--- src/rtl/ads1292_ecg_packetizer.sv ---
// ads1292_ecg_packetizer
// Frames each 24-bit filtered ECG sample into a byte packet for the UART transmitter:
// HEADER, SEQ, D[23:16], D[15:8], D[7:0], CKSUM (checksum byte only when CHECKSUM_EN=1).
// The checksum makes bytes SEQ..CKSUM sum to zero mod 256; HEADER is excluded.
// Upstream is held off by withholding ack until the current packet has fully drained.
//
// state   | meaning
// --------+-----------------------------------------------------------
// ST_IDLE | no packet in flight; a valid sample is captured on the next edge
// ST_SEND | presenting packet bytes to the UART, advancing on valid && ready

module ads1292_ecg_packetizer #(
    parameter logic [7:0] HEADER_BYTE = 8'hAA,
    parameter bit         CHECKSUM_EN = 1'b1
) (
    input  logic        i_CLK,
    input  logic        i_RSTN,
    input  logic [23:0] i_FILTERED_DATA,
    input  logic        i_FILTERED_DATA_VALID,
    output logic        o_FILTERED_DATA_ACK,
    output logic [7:0]  o_TX_DATA,
    output logic        o_TX_DATA_VALID,
    input  logic        i_TX_READY,
    output logic        o_PACKET_DONE,
    output logic        o_BUSY
);

    // Index of the final byte: the checksum slot, or the low data byte without it.
    localparam logic [2:0] LAST_IDX = CHECKSUM_EN ? 3'd5 : 3'd4;

    typedef enum logic {
        ST_IDLE = 1'b0,
        ST_SEND = 1'b1
    } state_t;

    state_t      state_q,    state_d;
    logic [23:0] sample_q,   sample_d;
    logic [7:0]  seq_q,      seq_d;
    logic [7:0]  cksum_q,    cksum_d;
    logic [2:0]  idx_q,      idx_d;
    logic [7:0]  tx_data_q,  tx_data_d;
    logic        tx_valid_q, tx_valid_d;
    logic        ack_q,      ack_d;
    logic        done_q,     done_d;

    logic [2:0]  idx_next;
    logic [7:0]  next_byte;

    // Select the packet byte that follows the one currently presented.
    always_comb begin
        idx_next = idx_q + 3'd1;
        case (idx_next)
            3'd1:    next_byte = seq_q;
            3'd2:    next_byte = sample_q[23:16];
            3'd3:    next_byte = sample_q[15:8];
            3'd4:    next_byte = sample_q[7:0];
            3'd5:    next_byte = cksum_q;
            default: next_byte = HEADER_BYTE;
        endcase
    end

    // Next-state and registered-output logic for capture and byte sequencing.
    always_comb begin
        state_d    = state_q;
        sample_d   = sample_q;
        seq_d      = seq_q;
        cksum_d    = cksum_q;
        idx_d      = idx_q;
        tx_data_d  = tx_data_q;
        tx_valid_d = tx_valid_q;
        ack_d      = 1'b0;
        done_d     = 1'b0;

        case (state_q)
            ST_IDLE: begin
                if (i_FILTERED_DATA_VALID) begin
                    sample_d   = i_FILTERED_DATA;
                    // seq_q does not change until the packet completes, so it is the SEQ byte.
                    cksum_d    = 8'h00 - (seq_q + i_FILTERED_DATA[23:16]
                                          + i_FILTERED_DATA[15:8] + i_FILTERED_DATA[7:0]);
                    ack_d      = 1'b1;
                    tx_data_d  = HEADER_BYTE;
                    tx_valid_d = 1'b1;
                    idx_d      = 3'd0;
                    state_d    = ST_SEND;
                end
            end
            ST_SEND: begin
                if (tx_valid_q && i_TX_READY) begin
                    if (idx_q == LAST_IDX) begin
                        tx_valid_d = 1'b0;
                        done_d     = 1'b1;
                        seq_d      = seq_q + 8'd1;
                        state_d    = ST_IDLE;
                    end else begin
                        idx_d     = idx_next;
                        tx_data_d = next_byte;
                    end
                end
            end
            default: begin
                state_d    = ST_IDLE;
                tx_valid_d = 1'b0;
            end
        endcase
    end

    // State and output registers; reset aborts any packet in flight.
    always_ff @(posedge i_CLK or negedge i_RSTN) begin
        if (!i_RSTN) begin
            state_q    <= ST_IDLE;
            sample_q   <= 24'h000000;
            seq_q      <= 8'h00;
            cksum_q    <= 8'h00;
            idx_q      <= 3'd0;
            tx_data_q  <= 8'h00;
            tx_valid_q <= 1'b0;
            ack_q      <= 1'b0;
            done_q     <= 1'b0;
        end else begin
            state_q    <= state_d;
            sample_q   <= sample_d;
            seq_q      <= seq_d;
            cksum_q    <= cksum_d;
            idx_q      <= idx_d;
            tx_data_q  <= tx_data_d;
            tx_valid_q <= tx_valid_d;
            ack_q      <= ack_d;
            done_q     <= done_d;
        end
    end

    assign o_FILTERED_DATA_ACK = ack_q;
    assign o_TX_DATA           = tx_data_q;
    assign o_TX_DATA_VALID     = tx_valid_q;
    assign o_PACKET_DONE       = done_q;
    assign o_BUSY              = (state_q == ST_SEND);

endmodule

--- config.mk ---
export PLATFORM = sky130hd
export DESIGN_NAME = ads1292_ecg_packetizer
export DESIGN_NICKNAME = d
export VERILOG_FILES = /design/src/rtl/ads1292_ecg_packetizer.sv
export SDC_FILE = /design/constraint.sdc
export NUM_CORES = 1
export LEC_CHECK = 0
export CORE_MARGIN = 2
export CORE_UTILIZATION = 55
export DETAILED_ROUTE_END_ITERATION = 6
export MAX_ROUTING_LAYER = met4
export PLACE_DENSITY = 0.78
export SETUP_SLACK_MARGIN = 0.15
export SYNTH_ARGS = -nofsm -noshare
export SYNTH_HDL_FRONTEND = slang
export SYNTH_SLANG_ARGS = --single-unit
--- constraint.sdc ---
create_clock -name i_CLK -period 3.1 [get_ports i_CLK]
set_input_delay 0.31 -clock i_CLK [delete_from_list [all_inputs] [get_ports i_CLK]]
set_output_delay 0.31 -clock i_CLK [all_outputs]
set_load 0.01 [all_outputs]
==> summary.txt, run 1 <==
status -> complete, no violations
most frequent cells in the layout -> nand2_1, dfrtp_1, o21ai_0
Finish-stage setup viols -> 0
Final #Nets -> 419
Synth Cell Area -> 0.00310 mm²
routed vias/inst -> 5.63
num ports -> 40
RD Place Congestion -> 0.864
drt first pass iters -> 6
CTS tree -> done
Yosys reg bits -> 55
Sink Count -> 55
commonest non-fill, non-tap cell in the layout -> nand2_1
Ant. Diodes -> 0
Die ar. -> 0.00624 mm²
grt peak-use layer -> met2
critical path launch point -> i_FILTERED_DATA[14]
vias -> 2430
FF-to-FF End -> cksum_q[7]$_DFFE_PN0P_
synthesis-to-finish area growth -> 25.7%
Critical Path RT -> 3.36 ns
Die Y -> 79.0 µm
compound-gate portion of the synthesized area -> 13.4%
slew at the pin closest to its max-slew limit -> 0.723 ns
fill count -> 421
startpoint types -> primary input
Post-Synth Adder-Cell Area -> 16.3%
worst reg2reg setup slack -> 0.45 ns
Final Hold Vio Count -> 0
main combinational cell family by area after synthesis -> adder cells
Clk Latency, worst-skew pair -> 0.32 ns
clk slew on worst S/H paths -> 0.11 ns
end point of the critical path -> cksum_q[7]$_DFFE_PN0P_
mux cell area share after synthesis -> 2.91%
critical path fanouts, max -> 2
DIE WIDTH -> 79.0 µm
Main synth FF type -> dfrtp_1
Final min period -> 2.89 ns
WP data arrival -> 3.15 ns
fmax -> 346 MHz
reg2reg path depth -> 11
Initial Util -> 56.6%
setup TNS -> 0 ns
Max Cap Viol -> 0
EDFF count, synth -> 0
YS warnings -> 0
clock root buffer -> clkbuf_8
H-tree lvl count -> 2
first-pass GRT wire length -> 12500 µm
FP Rows -> 27
met2 Use GR -> 46.6%
Num CTS Buffers -> 5
initial antenna violation count -> 0
Post-Synth Simple-Gate Area -> 10.9%
type of the most critical hold path -> primary input to flop
Avg WL per Cell -> 17.5 µm
P per Cell Area -> 876 mW/mm²
slew margin rel. -> 51.3%
Max VDD drop -> 0.000372 V
Post-Route WL -> 7580 µm
Setup WS post-layout -> 0.213 ns
global routing usage on met3 -> 3.98%
largest net degree at the start of global routing -> 31
layout cells sized above 1 -> 19.2%
top cell type's share of synthesized area -> 44.5%
clock skew -> 0.0124 ns
top cells by area, synth -> dfrtp_1, fa_1, nand2_1, ha_1, o21ai_0
core area -> 0.00547 mm²
IO buf count -> 39
RSZ-0062 raised after global routing -> no
post-synth top area cell -> dfrtp_1
Crit Path Category -> primary input to flop
HPWL Detailed -> 5070 µm
vias in the first global route -> 2551
Placement Setup Slack -> -0.450 ns
M1 GR Usage -> 33.8%
RR Startpoint -> seq_q[1]$_DFFE_PN0P_
asr flop ratio synth -> 100%
XOR/XNOR Fraction of Synth Area -> 5.09%
number of distinct library cells after synthesis -> 30
sequential-to-total area share from yosys stat -> 44.5%
Pleak -> 1.90 nW
Tcrit/Tclk final -> 93.1%
Post-Syn Nets -> 370
crit end category -> flop
Syn Inst Count -> 310
DRC Markers -> 0
Global Route Usage Sum -> 27.3%
Iteration-0 DRC Markers -> 199
clk buf depth -> 2
Mean Syn Cell Area -> 9.99 µm²
grt total ovfl -> 0
Final Max Slew Viols -> 0
post-route ant nets -> 0
report_power, final:
part	switching, mW	total, mW	internal (mW)
registers	0.195	1.19	0.998
logic	0.858	1.65	0.792
clock network	0.245	0.567	0.322
through the flow:
step	total power [mW]	util (%)	cell area (µm²)	hold slack, ns	instances
6_report	3.41	71.1	3890	0.294	432
5_1_grt	3.66	71.1	3890	0.301	432
4_1_cts	3.33	70.3	3850	0.359	431
3_5_place_dp	2.67	66.5	3640	0.345	421
3_3_place_gp	2.61	66.5	3640	0.341	421
2_1_floorplan	2.15	-	3110	0.0144	310
sequential cells by signal (all words and copies together), names as in the netlist:
name / cells
sample_q: 24
o_TX_DATA: 8
o_PACKET_DONE: 1
o_FILTERED_DATA_ACK: 1
seq_q: 8
o_TX_DATA_VALID: 1
idx_q: 3
o_BUSY: 1
cksum_q: 8
critical path, stage by stage:
cell and delay [ns]:
clkdlybuf4s50_1 0.45, inv_1 0.06, fa_1 0.56, fa_1 0.43, ha_1 0.22, xnor3_1 0.23, xnor3_1 0.25, or4_1 0.53
nand3_1 0.10
worst min-delay path by stage:
stage	startpoint	to	slack [ns]	depth (start not counted)
after floorplan	i_RSTN	cksum_q[0]$_DFFE_PN0P_	0.01	0
after global placement	i_RSTN	sample_q[8]$_DFFE_PN0P_	0.34	1
after detailed placement	i_RSTN	o_PACKET_DONE$_DFF_PN0_	0.35	1
after CTS	i_FILTERED_DATA[1]	sample_q[1]$_DFFE_PN0P_	0.36	3
after global routing	i_FILTERED_DATA[21]	sample_q[21]$_DFFE_PN0P_	0.30	3
final	i_FILTERED_DATA[21]	sample_q[21]$_DFFE_PN0P_	0.29	3
logic make-up (layout without fill, tap and decap cells):
group / Yosys count / after routing
DFF: 55 / 55
and+or+nand+nor: 83 / 83
xor gates and xnor gates: 14 / 14
AOI/OAI and AO/OA: 62 / 62
adders and majority gates: 32 / 32
muxes: 8 / 8
buffers and inverters: 56 / 106
synthesized netlist by cell type, drive strengths merged, types with 5 or more instances:
master / instances
nor2: 6
fa: 14
clkbuf: 9
a22o: 8
mux2: 8
xnor2: 9
ha: 18
buf: 5
nand3: 6
a222oi: 8
o21ai: 32
dfrtp: 55
nand2: 64
inv: 42
layer usage:
metal  vias up  part of all wire, %
li1       1121                    -
met1      1207                   40
met2        84                   52
met3        18                  5.1
met4         0                  2.6
met5         -                    0
layout make-up:
type	count	area (µm²)	share of cell area (%)
inverter	42	158	4.05
timing repair buffer	56	508	13.1
multi-input combinational	199	1620	41.7
tap	72	90.1	2.32
sequential	55	1380	35.4
clock buffer	5	68.8	1.77
clock inverter	3	67.6	1.74
what timing repair did:
| action | CTS | global route |
|---|---|---|
| cloned | 0 | 0 |
| hold buffers | 1 | 0 |
| endpoints found under the setup margin | 4 | 2 |
| gates resized for setup | 45 | 7 |
| setup buffers | 1 | 1 |
| pin swaps | 26 | 14 |
| endpoints found under the hold margin | 6 | 0 |
No activity file was read; power rests on OpenSTA's default activity.
==> run 2, diff against run 1 <==
--- a/config.mk
+++ b/config.mk
@@ -14,3 +14,4 @@
 export SYNTH_ARGS = -nofsm -noshare
 export SYNTH_HDL_FRONTEND = slang
 export SYNTH_SLANG_ARGS = --single-unit
+export TNS_END_PERCENT = 1
==> constraint.sdc (replaced) <==
create_clock -name i_CLK -period 3.1 [get_ports i_CLK]
set_input_delay 0.62 -clock i_CLK [delete_from_list [all_inputs] [get_ports i_CLK]]
set_output_delay 0.62 -clock i_CLK [all_outputs]
set_load 0.01 [all_outputs]
==> run 2 against run 1 <==
Against the previous run:
- design area decreased by 0.61%
- register-to-register slack improved by 0.05 ns
- highest routed layer unchanged
- die area did not move
- flip-flop and latch count unchanged
- total power fell by 2.5%
- sequential share of layout area grew 0.22 points
- sequential power about the same
- cell count shrank 0.23%
- non-clock buffer count decreased by 1
- clock power decreased by 13%
- global-route usage fell by 2.0 points
- clock skew shrank 0.00068 ns
==> summary.txt, run 2 (same netlist as run 1, synthesis figures left out) <==
slew at the pin closest to its max-slew limit -> 0.695 ns
critical path fanouts, max -> 2
Die Y -> 79.0 µm
clock root buffer -> clkbuf_8
Pleak -> 1.89 nW
Initial Util -> 56.6%
fmax -> 336 MHz
Max VDD drop -> 0.000447 V
DRC Markers -> 0
Crit Path Category -> primary input to flop
placed insts -> 421
startpoint types -> primary input
clk slew on worst S/H paths -> 0.11 ns
Ant. Diodes -> 0
IO buf count -> 39
WP data arrival -> 3.24 ns
register area -> 0.00138 mm²
initial antenna violation count -> 0
synthesis-to-finish area growth -> 24.9%
P per Cell Area -> 860 mW/mm²
Post-CTS Hold Buffers -> 0
post-route cell area -> 0.00387 mm²
Tcrit/Tclk final -> 96.1%
Global Route Usage Sum -> 25.3%
Hold WS -> 0.237 ns
routed vias/inst -> 5.54
Iteration-0 DRC Markers -> 196
RSZ-0062 raised after global routing -> yes
fin cells -> 431
Power, Total -> 3.32 mW
core area -> 0.00547 mm²
Num CTS Buffers -> 5
type of the most critical hold path -> primary input to async pin
status -> complete, no violations
H-tree lvl count -> 2
Critical Path RT -> 3.36 ns
HPWL Detailed -> 5100 µm
Final Max Slew Viols -> 0
Clk Latency, worst-skew pair -> 0.32 ns
first-pass GRT wire length -> 11700 µm
commonest non-fill, non-tap cell in the layout -> nand2_1
RD Place Congestion -> 0.829
most frequent cells in the layout -> nand2_1, dfrtp_1, o21ai_0
fill count -> 416
clock skew -> 0.0117 ns
Final min period -> 2.98 ns
Final Hold Vio Count -> 0
drt first pass iters -> 6
Final #Nets -> 418
FP Rows -> 27
num ports -> 40
clk buf depth -> 2
area of the multi-input gates -> 0.00164 mm²
slew margin rel. -> 53.5%
Finish-stage setup viols -> 0
Die ar. -> 0.00624 mm²
Sink Count -> 55
Largest Register -> sample_q
max FFs per register -> 24
Post-Route WL -> 7090 µm
Post-DP Area -> 0.00372 mm²
layout cells sized above 1 -> 25.3%
DIE WIDTH -> 79.0 µm
largest net degree at the start of global routing -> 42
Avg WL per Cell -> 16.5 µm
post-route ant nets -> 0
CTS tree -> done
vias -> 2388
crit end category -> flop
Max Cap Viol -> 0
vias in the first global route -> 2393
grt total ovfl -> 0
-- run 2: cell count changes in the layout (fill, tap and decap cells not counted), sizes merged --
cell,before,now
dlymetal6s2s,3,4
clkdlybuf4s50,21,17
dlygate4sd2,12,3
bufinv,2,1
dlygate4sd3,1,0
clkbuf,5,13
buf,17,21
inv,42,43
-- run 2: metal layers --
layer	wire length (µm)	vias up	global-route usage (%)
met5	0	-	-
met4	106	0	7.41
met2	3590	64	41.1
li1	-	1122	-
met3	337	12	3.86
met1	3060	1190	33.4
-- run 2: timing repair --
action,in CTS,in global routing
setup buffers,0,2
resized for setup,59,29
pin swaps,28,25
setup endpoints to repair,5,4
-- run 2: path summary, 6_finish.rpt --
path	slack, ns	to	start	depth (start not counted)
max in group asynchronous	2.24	o_TX_DATA[3]$_DFFE_PN0P_	i_RSTN	2
hold reg to reg	0.48	cksum_q[3]$_DFFE_PN0P_	cksum_q[3]$_DFFE_PN0P_	2
setup / recovery	0.12	cksum_q[7]$_DFFE_PN0P_	i_FILTERED_DATA[11]	12
setup reg to reg	0.50	cksum_q[7]$_DFFE_PN0P_	seq_q[1]$_DFFE_PN0P_	11
min in group i_CLK	0.48	cksum_q[3]$_DFFE_PN0P_	cksum_q[3]$_DFFE_PN0P_	2
hold / removal	0.24	o_TX_DATA[0]$_DFFE_PN0P_	i_RSTN	1
-- run 2: cell type report --
cell class | count | share of cell area, %
flip-flops and latches | 55 | 35.6
clock buffers | 5 | 1.78
repair buffers | 55 | 12.2
well taps | 72 | 2.33
inverters | 42 | 4.47
clock inverters | 3 | 1.20
multi-input cells | 199 | 42.4
-- run 2: worst max-delay path: stages --
cell      delay, ns
clkbuf_2       0.08
inv_2          0.04
fa_1           0.55
inv_2          0.06
fa_1           0.52
inv_2          0.05
ha_4           0.25
ha_4           0.26
a211oi_1       0.06
o21a_1         0.19
or4_1          0.47
nand3_1        0.09
-- run 2: metrics by stage --
stage | setup TNS [ns] | setup WS, ns | util (%)
2_1_floorplan | -0.111 | -0.0564 | -
3_3_place_gp | -3.13 | -0.745 | 67.9
3_5_place_dp | -3.38 | -0.807 | 67.9
4_1_cts | 0 | 0.0137 | 70.6
5_1_grt | 0 | 0.0224 | 70.6
6_report | 0 | 0.122 | 70.6
-- run 2: report_power, final --
part / internal (mW) / switching (mW)
registers: 0.998 / 0.192
logic: 0.806 / 0.834
clock network: 0.244 / 0.250
total: 2.05 / 1.28
==> run 3, diff against run 2 <==
--- a/config.mk
+++ b/config.mk
@@ -7,7 +7,9 @@
 export LEC_CHECK = 0
 export CORE_MARGIN = 2
 export CORE_UTILIZATION = 55
+export CTS_BUF_LIST = sky130_fd_sc_hd__clkbuf_2
 export DETAILED_ROUTE_END_ITERATION = 6
+export GPL_TIMING_DRIVEN = 0
 export MAX_ROUTING_LAYER = met4
 export PLACE_DENSITY = 0.78
 export SETUP_SLACK_MARGIN = 0.15
==> run 3 against run 2 <==
Against the previous run:
- design area shrank 2.1%
- flip-flop and latch count unchanged
- maximum frequency is 0.53% higher
- cell count grew 0.70%
- critical path depth fell by 3
- utilization is 1.5 points lower
- sequential power about the same
- worst hold slack got worse by 0.20 ns
- clock-buffer cell count stayed put
- largest cell class unchanged
- largest power group unchanged
- sequential share of layout area up 0.75 points
- total power decreased by 7.3%
- die area unchanged
==> summary.txt, run 3 (same netlist as run 1, synthesis figures left out) <==
status -> complete, no violations
Ant. Diodes -> 0
Largest Register -> sample_q
routed vias/inst -> 5.56
Post-DP Area -> 0.00369 mm²
most frequent cells in the layout -> nand2_1, dfrtp_1, o21ai_0
Crit Path Category -> primary input to flop
initial antenna violation count -> 0
clk buf depth -> 2
H-tree lvl count -> 2
type of the most critical hold path -> primary input to async pin
max FFs per register -> 24
Final Max Slew Viols -> 0
Max Cap Viol -> 0
Sink Count -> 55
crit end category -> flop
Post-Route WL -> 7370 µm
RD Place Congestion -> 0.887
slew margin rel. -> 58.3%
RSZ-0062 raised after global routing -> yes
clk slew on worst S/H paths -> 0.26 ns
post-route cell area -> 0.00379 mm²
Post-CTS Hold Buffers -> 0
vias -> 2413
commonest non-fill, non-tap cell in the layout -> nand2_1
CP cell instances -> clkdlybuf4s50_1 -> inv_1 -> fa_1 -> fa_1 -> ha_2 -> xnor3_1 -> xnor3_1 -> or4_1 -> nand3_1
Iteration-0 DRC Markers -> 274
post-route ant nets -> 0
layout cells sized above 1 -> 18.0%
sw power -> 1.27 mW
synthesis-to-finish area growth -> 22.3%
combinational power share -> 52.3%
IO buf count -> 39
switching share of power -> 41.2%
Clk Latency, worst-skew pair -> 0.45 ns
Worst path slowest cell -> fa_1
CTS tree -> done
Pleak -> 1.83 nW
Power, Total -> 3.08 mW
clock root buffer -> clkbuf_2
Final Hold Vio Count -> 0
Num CTS Buffers -> 5
DIE WIDTH -> 79.0 µm
Max VDD drop -> 0.000432 V
Global Route Usage Sum -> 26.5%
fmax -> 338 MHz
DRC Markers -> 0
setup TNS -> 0 ns
HPWL Detailed -> 5530 µm
Clk network pwr share -> 8.9%
WP data arrival -> 3.38 ns
Final #Nets -> 422
FP Rows -> 27
fin cells -> 434
num ports -> 40
Die Y -> 79.0 µm
P_int -> 1.81 mW
first-pass GRT wire length -> 12100 µm
Flop pwr share -> 38.8%
Finish-stage setup viols -> 0
slew at the pin closest to its max-slew limit -> 0.623 ns
drt first pass iters -> 5
Avg WL per Cell -> 17.0 µm
Tcrit/Tclk final -> 95.6%
placed insts -> 422
Initial Util -> 56.6%
largest net degree at the start of global routing -> 41
clock skew -> 0.00702 ns
Critical Path RT -> 3.51 ns
core area -> 0.00547 mm²
Worst path max stage delay -> 0.55 ns
grt total ovfl -> 0
startpoint types -> primary input
P per Cell Area -> 814 mW/mm²
critical path fanouts, max -> 2
vias in the first global route -> 2470
Final min period -> 2.96 ns
Die ar. -> 0.00624 mm²
[run 3: area by class of cell]
class                   count  area (µm²)
fillers                   454        1690
repair buffers             45         435
clock buffers               5        25.0
well taps                  72        90.1
inverters                  42         173
flip-flops and latches     55        1380
clock inverters             2        8.76
plain buffers              14        56.3
multi-input cells         199        1620
[run 3: path summary, 6_finish.rpt]
| path | from | to | slack (ns) | cells after the start |
|---|---|---|---|---|
| worst min-delay path | i_RSTN | seq_q[3]$_DFFE_PN0P_ | 0.04 | 1 |
| worst max register to register | seq_q[1]$_DFFE_PN0P_ | cksum_q[7]$_DFFE_PN0P_ | 0.41 | 11 |
| worst max-delay path | i_FILTERED_DATA[22] | cksum_q[7]$_DFFE_PN0P_ | 0.14 | 9 |
| max in group asynchronous | i_RSTN | sample_q[20]$_DFFE_PN0P_ | 2.53 | 2 |
| min in group i_CLK | i_FILTERED_DATA[1] | sample_q[1]$_DFFE_PN0P_ | 0.39 | 3 |
| worst min register to register | o_TX_DATA[2]$_DFFE_PN0P_ | o_TX_DATA[2]$_DFFE_PN0P_ | 0.51 | 2 |
[run 3: metal layers]
metal | up-vias | GRT usage [%] | wire length, µm
li1 | 1129 | - | -
met1 | 1191 | 35.0 | 3100
met2 | 82 | 42.5 | 3680
met3 | 11 | 5.34 | 493
met4 | 0 | 6.72 | 97
met5 | - | - | 0
[run 3: stage by stage]
step                      util, %  hold slack [ns]  setup slack (ns)
after floorplan                 -            0.324           -0.0564
after global placement       67.1            0.455            -0.875
after detailed placement     67.4            0.462            -0.958
after CTS                    69.0           0.0502            0.0201
after global routing         69.2           0.0149            0.0775
final                        69.2           0.0369             0.137
[run 3: timing repair]
item | CTS | global route
setup endpoints to repair | 5 | 3
pin swaps | 22 | 13
cloned | 0 | 0
setup buffers | 5 | 0
gates resized for setup | 52 | 5
[run 3: critical path, delay by kind of cell]
| kind | cells | cell delay (ns) |
|---|---|---|
| adder cells (fa/ha/maj) | 3 | 1.18 |
| AND/OR/NAND/NOR | 2 | 0.56 |
| buffers and inverters | 2 | 0.51 |
| XOR/XNOR | 2 | 0.51 |
[run 3: power by group through the flow]
stage	logic, mW	clock network, mW	registers, mW
after detailed placement	1.54	0	1.21
after floorplan	1.04	0	1.17
after global routing	1.81	0.307	1.23
final	1.61	0.274	1.20
after global placement	1.46	0	1.19
after CTS	1.60	0.271	1.19
